### config.mk
export PLATFORM = sky130hd
export DESIGN_NAME = blink_rate_decoder_flat
export DESIGN_NICKNAME = d
export VERILOG_FILES = /design/src/rtl/blink_rate_decoder_if.sv /design/src/rtl/blink_rate_decoder.sv /design/src/flat_wrapper.sv
export SDC_FILE = /design/constraint.sdc
export NUM_CORES = 1
export LEC_CHECK = 0
export CORE_MARGIN = 2
export CORE_UTILIZATION = 55
export CTS_CLUSTER_DIAMETER = 40
export DETAILED_ROUTE_END_ITERATION = 16
export GPL_TIMING_DRIVEN = 0
export HOLD_SLACK_MARGIN = 0.05
export PLACE_DENSITY = 0.79
export SLEW_MARGIN = 0
export SYNTH_ARGS = -nofsm -noshare
export SYNTH_HDL_FRONTEND = slang
export SYNTH_SLANG_ARGS = --single-unit
### constraint.sdc
create_clock -name iCLK -period 2.9 [get_ports iCLK]
set_clock_uncertainty 0.1 [all_clocks]
set_input_delay 0.58 -clock iCLK [delete_from_list [all_inputs] [get_ports iCLK]]
set_output_delay 0.58 -clock iCLK [all_outputs]
set_load 0.03 [all_outputs]
### src/rtl/blink_rate_decoder_if.sv
// rtl/blink_rate_decoder_if.sv - blink input and decoded rate status bundle
interface blink_rate_decoder_if #(
  parameter int unsigned CNT_W = 25
);
  logic             iSIG;
  logic             oSK;
  logic             oVALID;
  logic             oERR;
  logic             oUPD;
  logic [CNT_W-1:0] oPERIOD;

  // Source side: drives the blink wave and observes the decode.
  modport master (
    output iSIG,
    input  oSK,
    input  oVALID,
    input  oERR,
    input  oUPD,
    input  oPERIOD
  );

  // Decoder side.
  modport slave (
    input  iSIG,
    output oSK,
    output oVALID,
    output oERR,
    output oUPD,
    output oPERIOD
  );
endinterface

### src/rtl/blink_rate_decoder.sv
// rtl/blink_rate_decoder.sv - measures blink period and decodes slow/fast rate
module blink_rate_decoder #(
  parameter int unsigned SLOW_PERIOD = 8388608,
  parameter int unsigned FAST_PERIOD = 2097152,
  parameter int unsigned TOL         = 1024,
  parameter int unsigned TIMEOUT     = 16777216,
  parameter int unsigned CNT_W       = 25
) (
  input  logic               iCLK,
  input  logic               iRST_N,
  blink_rate_decoder_if.slave bus
);

  // Window bounds carry one spare bit so SLOW_PERIOD + TOL cannot overflow.
  localparam logic [CNT_W:0]   SLOW_LO = (CNT_W+1)'(SLOW_PERIOD - TOL);
  localparam logic [CNT_W:0]   SLOW_HI = (CNT_W+1)'(SLOW_PERIOD + TOL);
  localparam logic [CNT_W:0]   FAST_LO = (CNT_W+1)'(FAST_PERIOD - TOL);
  localparam logic [CNT_W:0]   FAST_HI = (CNT_W+1)'(FAST_PERIOD + TOL);
  localparam logic [CNT_W-1:0] CNT_MAX = CNT_W'(TIMEOUT);

  typedef enum logic {
    ST_IDLE = 1'b0,
    ST_MEAS = 1'b1
  } state_t;

  state_t           state_q, state_d;
  logic             s1_q, s2_q, s3_q;
  logic [CNT_W-1:0] cnt_q, cnt_d;
  logic             sk_q, sk_d;
  logic             valid_q, valid_d;
  logic             err_q, err_d;
  logic             upd_q, upd_d;
  logic [CNT_W-1:0] period_q, period_d;

  logic             rise;
  logic [CNT_W:0]   p_ext;
  logic             in_slow;
  logic             in_fast;

  // Bring the asynchronous blink wave into iCLK and keep one history stage.
  always_ff @(posedge iCLK or negedge iRST_N) begin
    if (!iRST_N) begin
      s1_q <= 1'b0;
      s2_q <= 1'b0;
      s3_q <= 1'b0;
    end else begin
      s1_q <= bus.iSIG;
      s2_q <= s1_q;
      s3_q <= s2_q;
    end
  end

  assign rise = s2_q & ~s3_q;

  // The counter value at an edge is the period since the previous edge.
  assign p_ext   = {1'b0, cnt_q};
  assign in_slow = (p_ext >= SLOW_LO) && (p_ext <= SLOW_HI);
  assign in_fast = (p_ext >= FAST_LO) && (p_ext <= FAST_HI);

  // State, period counter and registered status outputs.
  always_ff @(posedge iCLK or negedge iRST_N) begin
    if (!iRST_N) begin
      state_q  <= ST_IDLE;
      cnt_q    <= '0;
      sk_q     <= 1'b0;
      valid_q  <= 1'b0;
      err_q    <= 1'b0;
      upd_q    <= 1'b0;
      period_q <= '0;
    end else begin
      state_q  <= state_d;
      cnt_q    <= cnt_d;
      sk_q     <= sk_d;
      valid_q  <= valid_d;
      err_q    <= err_d;
      upd_q    <= upd_d;
      period_q <= period_d;
    end
  end

  // Next-state: start reference in IDLE, classify or time out in MEAS.
  always_comb begin
    state_d  = state_q;
    cnt_d    = cnt_q;
    sk_d     = sk_q;
    valid_d  = valid_q;
    err_d    = err_q;
    upd_d    = 1'b0;
    period_d = period_q;

    case (state_q)
      ST_IDLE: begin
        cnt_d = '0;
        if (rise) begin
          // First edge only sets the reference point; nothing to classify yet.
          cnt_d   = {{(CNT_W-1){1'b0}}, 1'b1};
          state_d = ST_MEAS;
        end
      end

      ST_MEAS: begin
        if (rise) begin
          // An edge takes priority over a simultaneous timeout.
          period_d = cnt_q;
          upd_d    = 1'b1;
          cnt_d    = {{(CNT_W-1){1'b0}}, 1'b1};
          if (in_slow) begin
            sk_d    = 1'b1;
            valid_d = 1'b1;
            err_d   = 1'b0;
          end else if (in_fast) begin
            sk_d    = 1'b0;
            valid_d = 1'b1;
            err_d   = 1'b0;
          end else begin
            valid_d = 1'b0;
            err_d   = 1'b1;
          end
        end else if (cnt_q == CNT_MAX) begin
          // Stuck input: report once and wait for a fresh reference edge.
          valid_d = 1'b0;
          err_d   = 1'b1;
          upd_d   = 1'b1;
          cnt_d   = '0;
          state_d = ST_IDLE;
        end else begin
          cnt_d = cnt_q + 1'b1;
        end
      end

      default: begin
        state_d = ST_IDLE;
        cnt_d   = '0;
      end
    endcase
  end

  assign bus.oSK     = sk_q;
  assign bus.oVALID  = valid_q;
  assign bus.oERR    = err_q;
  assign bus.oUPD    = upd_q;
  assign bus.oPERIOD = period_q;

endmodule

### src/flat_wrapper.sv
// flat-port wrapper written by rule: the top's interface ports become plain ports
module blink_rate_decoder_flat 
#(
  parameter int unsigned SLOW_PERIOD = 8388608,
  parameter int unsigned FAST_PERIOD = 2097152,
  parameter int unsigned TOL         = 1024,
  parameter int unsigned TIMEOUT     = 16777216,
  parameter int unsigned CNT_W       = 25
)
  (iCLK, iRST_N, bus_iSIG, bus_oSK, bus_oVALID, bus_oERR, bus_oUPD, bus_oPERIOD);
  blink_rate_decoder_if #(.CNT_W(CNT_W)) bus_i ();
  input  logic iCLK;
  input  logic iRST_N;
  input wire logic [$bits(bus_i.iSIG)-1:0] bus_iSIG;
  output wire logic [$bits(bus_i.oSK)-1:0] bus_oSK;
  output wire logic [$bits(bus_i.oVALID)-1:0] bus_oVALID;
  output wire logic [$bits(bus_i.oERR)-1:0] bus_oERR;
  output wire logic [$bits(bus_i.oUPD)-1:0] bus_oUPD;
  output wire logic [$bits(bus_i.oPERIOD)-1:0] bus_oPERIOD;
  assign bus_i.iSIG = bus_iSIG;
  assign bus_oSK = bus_i.oSK;
  assign bus_oVALID = bus_i.oVALID;
  assign bus_oERR = bus_i.oERR;
  assign bus_oUPD = bus_i.oUPD;
  assign bus_oPERIOD = bus_i.oPERIOD;
  blink_rate_decoder #(.SLOW_PERIOD(SLOW_PERIOD), .FAST_PERIOD(FAST_PERIOD), .TOL(TOL), .TIMEOUT(TIMEOUT), .CNT_W(CNT_W)) u_core (.iCLK(iCLK), .iRST_N(iRST_N), .bus(bus_i));
endmodule
* Yosys cells after proc, flatten, opt, wreduce, memory -nomap -nowiden *
Cells that the tools add are included.
W data, S select, Z words.

word-level totals
  word-level logic and storage cells = 47
  RAM bits = 0
  memories kept = 0
  bits of input ports = 3
  output and inout bits = 29
  bits in latches = 0
  register bits after elaboration = 58
  ROM bits = 0

operators by class
  multiplexer cells = 21
  add/subtract/negate cells = 1
  div/mod/pow operators = 0
  bitwise logic cells = 3
  eq/ne operators = 1
  shifts and indexed selects = 0
  $lt $le $gt $ge = 4
  multipliers = 0
  reductions and logical operators = 7

operator list
  cell                     number
  $mux W25                 2
  $pmux W25 S2             1
  $add A25 B1 Y25 const B  1
  $eq A25 B25 Y1 const B   1
  $ge A25 B21 Y1 const B   1
  $ge A25 B23 Y1 const B   1
  $le A25 B22 Y1 const B   1
  $le A25 B24 Y1 const B   1
  $mux W1                  17
  $reduce_and A2 Y1        2
  $reduce_bool A2 Y1       2
  $reduce_and A3 Y1        1
  $logic_and A1 B1 Y1      2
  $not A1 Y1               2
  $pmux W1 S2              1
  $and A1 B1 Y1            1

* Logic depth before layout (Yosys ltp) *
  word-level depth = 5
  mapped depth = 9
  mapped depth without buffers = 7

* Least setup slack after synthesis *
OpenSTA, ideal clock, no wires.

  path kind = reg2reg
  start point = register u_core.cnt_q[0]
  end point = register u_core.cnt_q[24]
  setup time = 0.119 ns
  period minus slack after synthesis = 2.040 ns
  stages on the path, launching flop included = 9
  data arrival time = 1.821 ns
  buffers on the path = 2
  setup slack = 0.860 ns
  required time = 2.681 ns
  cells stage by stage = dfrtp_1 -> ha_1 -> clkbuf_1 -> inv_1 -> or4_1 -> clkbuf_1 -> nor3_1 -> xnor2_1 -> nor2_1

on the way
  longest elaborated chain between the ends = 4
  elaborated cells on any way between the ends = 5
  those cells by class = add/sub (1); eq/ne (1); mux (3)

ends and longest elaborated chain
  what                                               RTL line                                              source
  start, declared                                    blink_rate_decoder.sv:28                              logic [CNT_W-1:0] cnt_q, cnt_d;
  start signal, assigned                             blink_rate_decoder.sv:72                              cnt_q <= cnt_d;
  $add A25 B1 Y25 or $eq A25 B25 Y1 (tied branches)  blink_rate_decoder.sv:127, blink_rate_decoder.sv:119
  $mux W25 (*)                                       blink_rate_decoder.sv:119                             end else if (cnt_q == CNT_MAX) begin
  $mux W25 (*)                                       blink_rate_decoder.sv:102                             if (rise) begin
  $pmux W25 S2 (*)                                   blink_rate_decoder.sv:91                              case (state_q)
  named net u_core.cnt_d[24]                         blink_rate_decoder.sv:28

Mark *: on every way through the listed nets, which the timed path passes. The rest lies on a longest branch.
A chain may end at the register's enable or synchronous reset.

* Final worst setup path *
  start point = register u_core.cnt_q[10]
  end point = register u_core.cnt_q[17]

Same word-level chain as after synthesis.

==> qor.yml <==
synth:
  synth.most_common_cell: "dfrtp_1"
  synth-xor-area-share_pct: 7.65
  synth.distinct_cells: 36
  muxShareOfSynthArea_pct: 8.98
  yosys.area_share.simple_pct: 19.9
  synth_edf_count: 0
  synthFlopType: "dfrtp_1"
  yosys.area.top_type: "dfrtp_1"
  seq_area_frac_synth_pct: 55.1
  synth_area_per_cell_sq_um: 11.1
  synthTopCellsByArea: "dfrtp_1 55%, mux2_2 9.0%, xor2_1 5.0%, nor2_1 3.1%, xnor2_1 2.7%"
  synth_warnings: 0
  yosysTopAreaCellShare_pct: 55.1
  ys_ff_latch: 58
  yosys.area_share.adder_pct: 0.950
  synthArstFlopShare_pct: 100
  synth_common_cells: "58 x dfrtp_1, 22 x nor2_1, 21 x mux2_2"
  syn_area_sq_mm: 0.00263
  synth-compound-area-share_pct: 3.33
  synth_top_family_by_area: "simple AND/OR/NAND/NOR gates"
  syn-num-nets: 242
  synthCells: 237
grt:
  grt.overflow.total: 0
  antenna_found_initial: 0
  grt_pass1_wl_um: 8670
  grt_start_max_net_pins: 37
  grt_pass1_vias: 1803
  grtUsageTotal_pct: 21.9
clock_tree:
  clockBufferDepth: 2
  cts_resized: 0
  cts_tree: "done"
  cts-hold-fix-buffers: 0
  numClockSinks: 58
  postCtsSetupRepairBufs: 0
  cts_root_buf: "clkbuf_8"
  htree_levels: 3
  numCtsBuffers: 9
  clk_pin_slew_ps: 60
  insertion_delay_ps: 330
power_and_ir_drop:
  p_int_mw: 1.41
  combPwrFrac_pct: 15.5
  p_switching_mw: 0.512
  swShare_pct: 26.7
  powerDensity_mw_per_mm2: 595
  clockPowerShare_pct: 37.8
  power.leakage_nw: 1.47
  ir_worst_vdd_mv: 0.379
  pwr-share-seq_pct: 46.6
placement:
  gp_congestion: 0.850
  postPlaceCellArea_sq_mm: 0.00303
  io_buffers: 31
  dp_hpwl_um: 3490
cells_and_area:
  layout-drive-gt1-share_pct: 19.6
  final_area_sq_mm: 0.00323
  area_growth_syn_to_layout_pct: 22.6
  n_antenna_cell: 0
  nets: 285
critical_path:
  worstPathRequired_ps: 3010
  endpoint_kind: "register"
  critPathMaxFanout: 7
  crit_arrival_ps: 2640
  r2r_slack_ps: 370
  cp-start-kind: "register"
  worstSetupPathType: "register to register"
hold_path:
  holdCritPathClass: "input port to asynchronous set/reset pin"
routing:
  drc: 0
  dr.pass1.iters: 4
  post_drt_via_cell_ratio: 5.56
  ant_nets: 0
  via_count: 1886
  wl_per_cell_um: 14.8
  drtIter0Drc: 93
  routed_wl_um: 5030
timing:
  final.min_clock_period_ps: 2530
  hold_violations: 0
  holdWs_ps: 121
  worstMarginPinSlew_ps: 1230
  fmax_ghz: 0.396
  drv_slew: 0
  rsz0062_at_grt: "no"
  slew_headroom_pct: 17.2
  setup_violations: 0
  fin_crit_sh_pct: 87.1
floorplan:
  io_pins: 32
  die_w_um: 73.2
  core_area_sq_mm: 0.00466
  die_area_sq_mm: 0.00536
  die_y_um: 73.2
  row_count: 25
  start_util_pct: 56.5
status:
  status: "complete, no violations"
job:
  drv_cap: 0
==> routing by layer <==
layer / vias up / global-route usage (%) / part of all wire (%)
met2: 41 / 31.5 / 46
met3: 13 / 6.08 / 3.6
met4: 0 / 10.7 / 2.5
li1: 895 / - / -
met1: 937 / 30.3 / 48
met5: - / 0 / 0
==> state kept, by name, summed over array words and instances, names as in the netlist <==
register,count
u_core.s3_q,1
u_core.bus.oSK,1
u_core.state_q,1
u_core.s2_q,1
u_core.bus.oPERIOD,25
u_core.s1_q,1
u_core.bus.oERR,1
u_core.bus.oVALID,1
u_core.bus.oUPD,1
u_core.cnt_q,25
==> area by class of cell <==
type | instances | area, sq um
Tap cell | 54 | 67.6
Timing Repair Buffer | 32 | 325
Inverter | 8 | 30.0
Multi-Input combinational cell | 158 | 1070
Sequential cell | 58 | 1450
Buffer | 13 | 77.6
Clock buffer | 15 | 196
Fill cell | 361 | 1430
Clock inverter | 1 | 5.00
==> power groups by stage <==
| stage | Combinational, mW | Sequential (mW) | Clock, mW |
|---|---|---|---|
| 2_1_floorplan | 0.150 | 0.948 | 0 |
| 3_3_place_gp | 0.292 | 0.906 | 0 |
| 3_5_place_dp | 0.300 | 0.909 | 0 |
| 4_1_cts | 0.301 | 0.895 | 0.738 |
| 5_1_grt | 0.329 | 0.900 | 0.778 |
| 6_report | 0.298 | 0.895 | 0.726 |
==> worst paths after layout <==
kind	to	cells after the start	start
max	u_core.cnt_q[17]	6	u_core.cnt_q[10]
min	u_core.bus.oPERIOD[4]	1	iRST_N
max reg2reg	u_core.cnt_q[17]	6	u_core.cnt_q[10]
min reg2reg	u_core.s2_q	0	u_core.s1_q
max in group asynchronous	u_core.bus.oPERIOD[17]	2	iRST_N
min in group iCLK	u_core.s2_q	0	u_core.s1_q
==> layout by cell type (no fill, tap or decap), drive strengths merged, types with 2 or more instances in the layout <==
cell type	instances
a21oi	2
and3	3
buf	6
clkbuf	24
clkdlybuf4s50	30
dfrtp	58
ha	2
inv	8
mux2	21
nand2	17
nand2b	3
nand3	13
nand4	8
nor2	32
nor3	6
nor4	4
o21ai	7
or4	6
xnor2	8
xor2	15
==> cell families (layout without fill, tap and decap cells) <==
family	count (synthesis)	count (layout)
buffers and inverters	21	69
AO/OA/AOI/OAI	14	14
multiplexers	21	21
XOR/XNOR	23	23
AND/OR/NAND/NOR	98	98
flip-flops	58	58
adder cells (fa/ha/maj)	2	2
==> metrics by stage <==
stage / TNS, ps / instances / power [mW] / util, % / setup slack (ps)
after floorplan: 0 / 237 / 1.10 / - / 860
after global placement: -34550 / 322 / 1.20 / 64.6 / -597
after detailed placement: 0 / 323 / 1.21 / 64.9 / 484
after CTS: 0 / 339 / 1.93 / 69.3 / 425
after global routing: 0 / 339 / 2.01 / 69.3 / 198
final: 0 / 339 / 1.92 / 69.3 / 374
==> critical path, stage by stage, from the launching register on <==
cell,delay (ps)
dfrtp_1,320
clkbuf_1,310
nand3_1,210
nor4_1,970
nand4_1,210
xor2_1,210
nor2_1,80
Note: power is estimated with default switching activity, not from simulation.
